$ cat config.mk
export PLATFORM = sky130hd
export DESIGN_NAME = key_click_decoder
export DESIGN_NICKNAME = d
export VERILOG_FILES = /design/src/rtl/key_click_decoder.sv
export SDC_FILE = /design/constraint.sdc
export NUM_CORES = 1
export LEC_CHECK = 0
export ABC_AREA = 1
export CORE_MARGIN = 10
export CORE_UTILIZATION = 60
export DETAILED_ROUTE_END_ITERATION = 10
export HOLD_SLACK_MARGIN = 0.06
export PLACE_DENSITY = 0.81
export SETUP_SLACK_MARGIN = 0.1
export SLEW_MARGIN = 10
export SYNTH_ARGS = -nofsm -noshare
export SYNTH_HDL_FRONTEND = slang
export SYNTH_SLANG_ARGS = --single-unit
export TNS_END_PERCENT = 5
$ cat constraint.sdc
create_clock -name clk -period 3.85 [get_ports clk]
set_input_delay 0.385 -clock clk [delete_from_list [all_inputs] [get_ports clk]]
set_output_delay 0.385 -clock clk [all_outputs]
set_load 0.02 [all_outputs]
$ cat src/rtl/key_click_decoder.sv
// Classifies bursts of debounced key presses into single/double(/triple) click events.
// Triple detection and the WAIT2 state are built only when KEY_CLICK_TRIPLE_EN is defined.
module key_click_decoder #(
  parameter logic [19:0] WINDOW = 20'd500
) (
  input  logic       clk,
  input  logic       rst,
  input  logic       key_pulse,
  output logic       single,
  output logic       double,
  output logic       triple,
  output logic       busy,
  output logic [1:0] click_cnt
);

  typedef enum logic [1:0] {
    IDLE  = 2'd0,
    WAIT1 = 2'd1
`ifdef KEY_CLICK_TRIPLE_EN
    ,
    WAIT2 = 2'd2
`endif
  } state_t;

  state_t      state_q, state_d;
  logic [19:0] cnt_q, cnt_d;
  logic        single_q, single_d;
  logic        double_q, double_d;
  logic        timeout;
`ifdef KEY_CLICK_TRIPLE_EN
  logic        triple_q, triple_d;
`endif

  // A pulse coinciding with the last window cycle is a click, not a timeout.
  assign timeout = (cnt_q == WINDOW - 20'd1) && !key_pulse;

  always_comb begin
    state_d  = state_q;
    cnt_d    = cnt_q;
    single_d = 1'b0;
    double_d = 1'b0;
`ifdef KEY_CLICK_TRIPLE_EN
    triple_d = 1'b0;
`endif
    case (state_q)
      IDLE: begin
        cnt_d = 20'd0;
        if (key_pulse) state_d = WAIT1;
      end
      WAIT1: begin
        if (key_pulse) begin
          cnt_d = 20'd0;
`ifdef KEY_CLICK_TRIPLE_EN
          state_d = WAIT2;
`else
          state_d  = IDLE;
          double_d = 1'b1;
`endif
        end else if (timeout) begin
          state_d  = IDLE;
          cnt_d    = 20'd0;
          single_d = 1'b1;
        end else begin
          cnt_d = cnt_q + 20'd1;
        end
      end
`ifdef KEY_CLICK_TRIPLE_EN
      WAIT2: begin
        if (key_pulse) begin
          state_d  = IDLE;
          cnt_d    = 20'd0;
          triple_d = 1'b1;
        end else if (timeout) begin
          state_d  = IDLE;
          cnt_d    = 20'd0;
          double_d = 1'b1;
        end else begin
          cnt_d = cnt_q + 20'd1;
        end
      end
`endif
      default: begin
        state_d = IDLE;
        cnt_d   = 20'd0;
      end
    endcase
  end

  always_ff @(posedge clk or negedge rst) begin
    if (!rst) begin
      state_q  <= IDLE;
      cnt_q    <= 20'd0;
      single_q <= 1'b0;
      double_q <= 1'b0;
    end else begin
      state_q  <= state_d;
      cnt_q    <= cnt_d;
      single_q <= single_d;
      double_q <= double_d;
    end
  end

`ifdef KEY_CLICK_TRIPLE_EN
  always_ff @(posedge clk or negedge rst) begin
    if (!rst) triple_q <= 1'b0;
    else      triple_q <= triple_d;
  end
  assign triple = triple_q;
`else
  assign triple = 1'b0;
`endif

  assign single = single_q;
  assign double = double_q;
  assign busy   = (state_q != IDLE);

  always_comb begin
    click_cnt = 2'd0;
    case (state_q)
      WAIT1:   click_cnt = 2'd1;
`ifdef KEY_CLICK_TRIPLE_EN
      WAIT2:   click_cnt = 2'd2;
`endif
      default: click_cnt = 2'd0;
    endcase
  end

endmodule

==> results of run 1 <==
## area by class of cell
type,count,area share (%)
multi-input cells,121,44.8
clock buffers,3,1.63
well taps,27,2.44
inverters,18,4.88
flip-flops and latches,23,41.6
repair buffers,6,4.34
clock inverters,1,0.362
## state kept, by name, summed over array words and instances (netlist names)
| signal | count |
|---|---|
| double | 1 |
| single | 1 |
| state_q | 1 |
| cnt_q | 20 |
## cells in the mapped netlist (all sizes together)
| cell | count |
|---|---|
| buf | 5 |
| dfrtp | 23 |
| xnor2 | 3 |
| o21ai | 2 |
| xor2 | 8 |
| inv | 18 |
| nor2 | 44 |
| nor3 | 1 |
| conb | 1 |
| nand3 | 15 |
| nand3b | 1 |
| nand2 | 40 |
| nand4 | 4 |
| ha | 1 |
## final timing paths
kind	endpoint	start	slack, ps
max	click_cnt[0]	state_q[0]	2100
min	cnt_q[0]	cnt_q[0]	510
max reg2reg	cnt_q[17]	cnt_q[0]	2110
min reg2reg	cnt_q[0]	cnt_q[0]	510
max in group asynchronous	cnt_q[8]	rst	2630
min in group asynchronous	cnt_q[16]	rst	620
## kinds of logic after synthesis
kind of cell	count (synthesis)	synth area share [%]
other	1	0.289
xor gates and xnor gates	11	7.43
DFF	23	44.4
and+or+nand+nor	105	38.0
buffers and inverters	23	8.11
adders and majority gates	1	0.965
AOI/OAI and AO/OA	2	0.772
## through the flow
stage	utilization (%)	instance area [um^2]
finish	69.1	1380
global route	69.1	1380
CTS	69.1	1380
detailed placement	67.8	1360
global placement	67.8	1360
floorplan	-	1300
## power breakdown
group | total [mW] | switching, mW | internal (mW) | leakage (nW)
Combinational | 0.0369 | 0.0251 | 0.0118 | 0.252
Clock | 0.107 | 0.0679 | 0.0387 | 0.0177
Sequential | 0.249 | 0.00374 | 0.246 | 0.318
Total | 0.393 | 0.0967 | 0.296 | 0.588
## worst register-to-register path, delay by kind of cell (launching register included)
family                     cells  cell delay, ps
adders and majority gates      1             240
DFF                            1             410
and+or+nand+nor                5             950
## metal layers
metal,GRT usage (%),wire (um),vias to the layer above
li1,-,-,517
met1,15.1,1120,491
met2,20.2,1270,10
met3,2.84,81,2
met4,5.24,17,0
met5,0,0,-
==> results.md, run 1 <==
- Routed wire per std cell: 12.5 um
- Run status: finished, final reports clean
- Final GP Congestion: ~0.85
- Clock Latency Late Sink: 300 ps
- Post-route insts no fill: 199
- Sink Count: 23
- Vias per cell: between 5 and 6
- CP Depth: 1
- Final min period: about 1800 ps
- ANT nets after route: 0
- Port bufs: 6
- IO Pins: 9
- Area Growth Syn to Fin: 6.76%
- Critical path class: reg2out
- Power after layout: ~390 uW
- Initial antenna violation count: 0
- Worst min path class: reg2reg
- Worst IR drop on VDD: 0.259 mV
- Pwr Density: 284 nW/um^2
- Die Area: 4420 um^2
- Register bit total from synthesis: 23
- Final Cycle Share: 45.5%
- Post-CTS Resized: 0
- DRT Wirelength: ~2.5 mm
- Max_slew headroom: 33.0%
- Max Clk Rate: 0.571 GHz
- Clock transition at path regs: roughly 120 ps
- Final TNS setup: 0 ps
- Vias in the first global route: 990
- Yosys warning count: 0
- TritonRoute pass-1 iters: 4
- Synthesized cell area: 1300 um^2
- CP max stage delay: 640 ps
- Clock Skews: 2.27 ps
- Post-synth top area share: between 40% and 50%
- CP Max Fanout: 4
- Pre-CTS WS: 2060 ps
- Hold path depth: 1
- Core Rows: 16
- Total clock buffers created by CTS: 3
- CTS tree: built
- DR DRC count: 0
- Placed cells: 195
- Final setup vio count: 0
- GR Overflow Total: 0
- CP Launch Type: flop
- Final Max Slew Viols: 0
- Detailed Place HPWL: 1.93 mm
- Reg area: 576 um^2
- Yosys cell types: 19
- Number of max-cap violations: 0
- Synth area leader: dfrtp_1
- Most common cell after layout, fill and taps aside: nand2_1
- CTS hold repair buffers: 0
- Critical Path AT: 1370 ps
- Clock Root Buffer: clkbuf_4
- Crit-path cells: clkdlybuf4s50_1
- CTS Buffer Depth: 2
- Setup ws final: 2100 ps
- Worst Path Buf+Inv: 1
- Die height: 66.5 um
- All-layer global routing usage: 12.3%
- FF-to-FF path depth: 6
- Core area: 2000 um^2
- Hold Worst Slack: 507 ps
- DR iter-0 viols: 44
- Hold Fails Final Rpt: 0
- Vias: slightly above 1,000
- Initial cell density of the core: 64.7%
- Sequential area share after synthesis: about 44%
- Crit path capture type: primary output
- Worst path slowest cell: clkdlybuf4s50_1
- DIE WIDTH: approximately 66 um
- Commonest cells after routing, fill and taps aside: nand2_1 (35), nor2_1 (33), dfrtp_1 (23)
- Cell family with most CP delay: buffers and inverters
- Nets: 177
- Top cells by area, synth: dfrtp_1 (44%), nand2_1 (10%), nor2_1 (9.6%)
- Total setup buffers inserted after CTS: 0
- FILL cells: 165
- Total leakage power: 0.588 nW
- Area of the multi-input gates: 619 um^2
- CP Data Required Time: about 3500 ps
- RSZ-0062 raised after global routing: no
- Largest net degree at the start of global routing: 24
- Syn Area/Cell: 7.81 um^2
- Synth Instances: 166
- First-pass GRT wire length: about 4.3 mm
- Antenna fix cells: 0
- Measured slew at the worst slew-check pin: 1000 ps
- H-tree depth: 1
- Share of cells above drive strength 1: 12.2%
Note: power is estimated with default switching activity, not from simulation.
==> inputs of run 2 (changes only) <==
--- a/config.mk
+++ b/config.mk
@@ -7,10 +7,10 @@
 export LEC_CHECK = 0
 export ABC_AREA = 1
 export CORE_MARGIN = 10
-export CORE_UTILIZATION = 60
+export CORE_UTILIZATION = 57
 export DETAILED_ROUTE_END_ITERATION = 10
 export HOLD_SLACK_MARGIN = 0.06
-export PLACE_DENSITY = 0.81
+export PLACE_DENSITY = 0.78
 export SETUP_SLACK_MARGIN = 0.1
 export SLEW_MARGIN = 10
 export SYNTH_ARGS = -nofsm -noshare
==> constraint.sdc (replaced) <==
create_clock -name clk -period 1.8 [get_ports clk]
set_input_delay 0.18 -clock clk [delete_from_list [all_inputs] [get_ports clk]]
set_output_delay 0.18 -clock clk [all_outputs]
set_load 0.02 [all_outputs]
==> run 2 against run 1 <==
Effect of this change: die area up 3.7%; via count up 1.3%; combinational power is 120% higher; critical path depth unchanged; wire length decreased by 4.4%; cell area increased by 1.2%; core utilization shrank 5.2 points; count of clock-buffer cells in the layout did not move; non-clock buffer count up 2; hold slack worse by 310 ps; worst setup slack got worse by 1800 ps; highest routed layer unchanged.
==> results.md, run 2 (synthesis gave the netlist of run 1 again) <==
- FILL cells: 193 (was 165)
- Met2 Resource Use GR: 21.5% (was 20.2%)
- Clock Skews: 2.46 ps (was 2.27 ps)
- Commonest cells after routing, fill and taps aside: nand2_1 (35), nor2_1 (33), dfrtp_1 (23) (unchanged)
- CTS tree: built (unchanged)
- GR Overflow Total: 0 (unchanged)
- DRT Wirelength: 2.37 mm (was 2.48 mm)
- Final TNS setup: 0 ps (unchanged)
- Flop pwr share: 62.7% (was 63.5%)
- Final setup vio count: 0 (unchanged)
- Worst path slowest cell: clkdlybuf4s50_1 (unchanged)
- Worst IR drop on VDD: 0.465 mV (was 0.259 mV)
- CP Launch Type: flop (unchanged)
- Busiest grt layer: met2 (unchanged)
- Net Sw Frac: 24.8% (was 24.6%)
- R2R Setup Slk: 370 ps (was 2110 ps)
- Share of cells above drive strength 1: 13.2% (was 12.2%)
- Most common cell after layout, fill and taps aside: nand2_1 (unchanged)
- TritonRoute pass-1 iters: 4 (unchanged)
- Clock Power Share: 27.7% (was 27.1%)
- Run status: finished, final reports clean (unchanged)
- Placed cells: 198 (was 195)
- ANT nets after route: 0 (unchanged)
- RSZ-0062 raised after global routing: no (unchanged)
- Cell family with most CP delay: buffers and inverters (unchanged)
- IO Pins: 9 (unchanged)
- Reg area: 576 um^2 (unchanged)
- Final Util: 63.9% (was 69.1%)
- Critical path class: reg2out (unchanged)
- Met3 GRT Util: 4.13% (was 2.84%)
- Area of the multi-input gates: 619 um^2 (unchanged)
- Total setup buffers inserted after CTS: 0 (unchanged)
- Final Cycle Share: 83.4%
- Core Rows: 17 (was 16)
- Worst Path Buf+Inv: 1 (unchanged)
- Routed wire per std cell: 11.7 um (was 12.5 um)
- Max FFs per register: 20 (unchanged)
- Post-CTS Resized: 0 (unchanged)
- DR DRC count: 0 (unchanged)
- CP max stage delay: 620 ps (was 640 ps)
- Post-route insts no fill: 202 (was 199)
- GRT met1 Usage: 14.6% (was 15.1%)
- Die height: 67.7 um (was 66.5 um)
- Number of max-cap violations: 0 (unchanged)
- Final min period: around 1500 ps
- Clock Latency Late Sink: 310 ps (was 300 ps)
- Critical Path AT: 1320 ps (was 1370 ps)
- Total leakage power: 0.597 nW (was 0.588 nW)
- All-layer global routing usage: 12.3% (about the same)
- P_sw: 211 uW (was 96.7 uW)
- Core area: 2190 um^2 (was 2000 um^2)
- CP Max Fanout: 4 (unchanged)
- Crit Reg-Reg Startpoint: cnt_q[0] (unchanged)
- Top reg by flops: cnt_q (unchanged)
- Hold Fails Final Rpt: 0 (unchanged)
- FF-to-FF path depth: 7 (was 6)
- DIE WIDTH: 67.7 um (was 66.5 um)
- Pwr Density: 606 nW/um^2 (was 284 nW/um^2)
- Final Max Slew Viols: 0 (unchanged)
- Total clock buffers created by CTS: 3 (unchanged)
- CTS hold repair buffers: 0 (unchanged)
- P_int: 638 uW (was 296 uW)
- Vias: 1,033 (was 1,020)
- DR iter-0 viols: 70 (was 44)
- Final GP Congestion: 0.884 (was 0.850)
- Antenna fix cells: 0 (unchanged)
- Crit-path cells: clkdlybuf4s50_1 (unchanged)
- Sink Count: 23 (unchanged)
- First-pass GRT wire length: 4.46 mm (was 4.34 mm)
- Clock transition at path regs: 120 ps (about the same)
- Nets: 179 (was 177)
- Initial cell density of the core: 59.2% (was 64.7%)
- CP Data Required Time: 1620 ps (was 3460 ps)
- Vias in the first global route: 1,039 (was 990)
- Initial antenna violation count: 0 (unchanged)
- Clock Root Buffer: clkbuf_4 (unchanged)
- Crit path capture type: primary output (unchanged)
- Detailed Place HPWL: 1.86 mm (was 1.93 mm)
- CTS Buffer Depth: 2 (unchanged)
- Die Area: 4580 um^2 (was 4420 um^2)
- Combinational Power Share: 9.6% (was 9.4%)
- Area Growth Syn to Fin: 8.01% (was 6.76%)
- H-tree depth: 1 (unchanged)
- Vias per cell: 5.11 (was 5.13)
- Largest net degree at the start of global routing: 24 (unchanged)
- Worst min path class: in2async (was reg2reg)
- Max Clk Rate: 0.666 GHz
- Port bufs: 6 (unchanged)
- RR Endpoint: cnt_q[17] (unchanged)
run 2: cell count changes in the layout (fill, tap and decap cells not counted), sizes merged:
cell / before / now
buf: 0 / 2
run 2: metal layers:
layer  routed length, um  vias up
met5                   0        -
met4                  14        0
met3                 123        2
met2                1140       17
met1                1090      492
li1                    -      522
run 2: through the flow:
stage	hold slack [ps]	area, um^2	power (mW)	setup slack, ps
floorplan	-116	1300	0.595	549
global placement	467	1370	0.625	428
detailed placement	478	1370	0.626	375
CTS	207	1400	0.855	282
global route	214	1400	0.893	218
finish	197	1400	0.849	298
run 2: worst max-delay path by stage:
stage	start	to	cells past startpoint
detailed placement	cnt_q[0]	state_q[0]	7
floorplan	cnt_q[0]	cnt_q[18]	8
finish	state_q[0]	click_cnt[0]	1
global route	state_q[0]	busy	1
CTS	state_q[0]	busy	1
global placement	cnt_q[0]	state_q[0]	7
run 2: power groups by stage:
stage,combinational [mW],sequential (mW),clock [mW]
global route,0.0922,0.534,0.267
finish,0.0816,0.532,0.235
detailed placement,0.0833,0.542,0
floorplan,0.0457,0.549,0
global placement,0.0830,0.542,0
CTS,0.0836,0.532,0.240
run 2: cell type report:
type	count	share of cell area, %
clock buffer	3	1.61
multi-input combinational	121	44.2
clock inverter	1	0.357
tap	28	2.50
sequential	23	41.1
timing repair buffer	8	5.36
inverter	18	4.83
==> inputs of run 3 (changes only) <==
==> constraint.sdc (replaced) <==
create_clock -name clk -period 1.5 [get_ports clk]
set_input_delay 0.15 -clock clk [delete_from_list [all_inputs] [get_ports clk]]
set_output_delay 0.15 -clock clk [all_outputs]
set_load 0.02 [all_outputs]
==> run 3 against run 2 <==
Effect of this change: sequential power up 20%; non-clock buffer count up 5; hold slack worse by 33 ps; clock skew about the same; clock power rose by 23%; sequential share of layout area decreased by 1.7 points; sequential cell count unchanged; critical path depth up 6; power is 23% higher; worst setup slack got worse by 240 ps; combinational power rose by 35%.
==> results.md, run 3 (synthesis gave the netlist of run 1 again) <==
- Run status: finished, final reports clean (unchanged)
- Initial antenna violation count: 0 (unchanged)
- CTS tree: built (unchanged)
- IO Pins: 9 (unchanged)
- Post-route insts no fill: 207 (was 202)
- Share of cells above drive strength 1: 17.3% (was 13.2%)
- Detailed Place HPWL: 2.03 mm (was 1.86 mm)
- Clock transition at path regs: 130 ps (was 120 ps)
- Worst path slowest cell: dfrtp_1 (was clkdlybuf4s50_1)
- Crit path capture type: flop (was primary output)
- Clock Root Buffer: clkbuf_4 (unchanged)
- Top reg by flops: cnt_q (unchanged)
- All-layer global routing usage: 12.6% (was 12.3%)
- CP max stage delay: 440 ps (was 620 ps)
- Critical path class: reg2reg (was reg2out)
- CP Depth: 7 (was 1)
- Worst min path class: in2async (unchanged)
- Largest net degree at the start of global routing: 24 (unchanged)
- Final GP Congestion: 0.916 (was 0.884)
- Crit Reg-Reg Startpoint: cnt_q[1] (was cnt_q[0])
- Area Growth Syn to Fin: 12.9% (was 8.01%)
- Worst Path Buf+Inv: 1 (unchanged)
- Power after layout: 1.04 mW (was 849 uW)
- Placed cells: 200 (was 198)
- First-pass GRT wire length: 4.55 mm (was 4.46 mm)
- FF-to-FF path depth: 7 (unchanged)
- CP Data Required Time: 1720 ps (was 1620 ps)
- CTS hold repair buffers: 0 (unchanged)
- Total clock buffers created by CTS: 3 (unchanged)
- DIE WIDTH: 67.7 um (unchanged)
- Vias: 1,076 (was 1,033)
- RSZ-0062 raised after global routing: yes (was no)
- CP Launch Type: flop (unchanged)
- Port bufs: 6 (unchanged)
- TritonRoute pass-1 iters: 4 (unchanged)
- Design area: 1460 um^2 (was 1400 um^2)
- Sink Count: 23 (unchanged)
- Final min period: 1440 ps
- Antenna fix cells: 0 (unchanged)
- DR DRC count: 0 (unchanged)
- Most common cell after layout, fill and taps aside: nand2_1 (unchanged)
- Die height: 67.7 um (unchanged)
- Final Cycle Share: 96.0%
- H-tree depth: 1 (unchanged)
- Final setup vio count: 0 (unchanged)
- Pwr Density: 711 nW/um^2 (was 606 nW/um^2)
- Cell family with most CP delay: simple AND/OR/NAND/NOR gates (was buffers and inverters)
- Core Rows: 17 (unchanged)
- Number of max-cap violations: 0 (unchanged)
- Max FFs per register: 20 (unchanged)
- Routed wire per std cell: 13.2 um (was 11.7 um)
- Nets: 184 (was 179)
- Die Area: 4580 um^2 (unchanged)
- Worst IR drop on VDD: 0.592 mV (was 0.465 mV)
- Placed cell area: 1390 um^2 (was 1370 um^2)
- CP Max Fanout: 9 (was 4)
- Setup ws final: 60.7 ps (was 298 ps)
- ANT nets after route: 0 (unchanged)
- GR Overflow Total: 0 (unchanged)
- Clock Skews: 2.85 ps (was 2.46 ps)
- Pre-CTS WS: 58.2 ps (was 375 ps)
- Hold Fails Final Rpt: 0 (unchanged)
- Crit-path cells: ha_4 > nand4_1 > nor2_1 > nand3_1 > nand2_2 > buf_4 > nor2_1 (was clkdlybuf4s50_1)
- Initial cell density of the core: 59.2% (unchanged)
- DRT Wirelength: 2.74 mm (was 2.37 mm)
- Commonest cells after routing, fill and taps aside: nand2_1 (34), nor2_1 (33), dfrtp_1 (22) (was nand2_1 (35), nor2_1 (33), dfrtp_1 (23))
- Most used cell, CP: nor2_1
- Clock Latency Late Sink: 310 ps (about the same)
- Critical Path AT: 1660 ps (was 1320 ps)
- CTS Buffer Depth: 2 (unchanged)
- Core area: 2190 um^2 (unchanged)
- Max Clk Rate: 0.695 GHz
- DR iter-0 viols: 83 (was 70)
- Setup crit start: cnt_q[1] (was state_q[0])
- Total leakage power: 0.666 nW (was 0.597 nW)
- Vias per cell: 5.20 (was 5.11)
- Final Util: 66.8% (was 63.9%)
- Final Max Slew Viols: 0 (unchanged)
- Vias in the first global route: 1,042 (was 1,039)
[run 3: metrics by stage]
step / TNS [ps] / hold WS, ps
finish: 0 / 164
global route: -28.4 / 186
CTS: 0 / 171
detailed placement: 0 / 479
global placement: 0 / 467
floorplan: 0 / -146
[run 3: layout make-up]
class	count	area, um^2
fillers	180	727
multi-input cells	121	634
flip-flops and latches	23	577
repair buffers	13	123
inverters	18	67.6
well taps	28	35.0
clock buffers	3	22.5
clock inverters	1	5.00
[run 3: power by group]
part           total, mW  internal, mW  leakage, nW  switching, mW
combinational      0.110        0.0414        0.333         0.0685
sequential         0.641         0.631        0.316        0.00979
clock              0.290        0.0998       0.0177          0.190
total               1.04         0.772        0.666          0.268
[run 3: final timing paths]
check | slack (ps) | end
hold / removal | 160 | cnt_q[14]
setup reg to reg | 60 | cnt_q[14]
setup / recovery | 60 | cnt_q[14]
max in group asynchronous | 1100 | cnt_q[11]
min in group clk | 440 | double
hold reg to reg | 520 | cnt_q[0]
[run 3: timing repair]
item / CTS / global route
gates resized for setup: 1 / 8
gates cloned: 0 / 0
buffers inserted: 0 / 3
setup endpoints to repair: 25 / 24
pin swaps: 0 / 3
endpoints found under the hold margin: 0 / 0
[run 3: worst reg2reg max path, stage by stage (launching register included)]
cell     delay [ps]
dfrtp_1         440
ha_4            180
nand4_1          90
nor2_1          140
nand3_1         150
nand2_2         120
buf_4           170
nor2_1           70
[run 3: metal layers]
metal	up-vias	track usage [%]	wire [um]
li1	532	-	-
met1	520	15.2	1180
met2	16	21.0	1380
met3	8	2.81	111
met4	0	5.38	65
met5	-	0	0
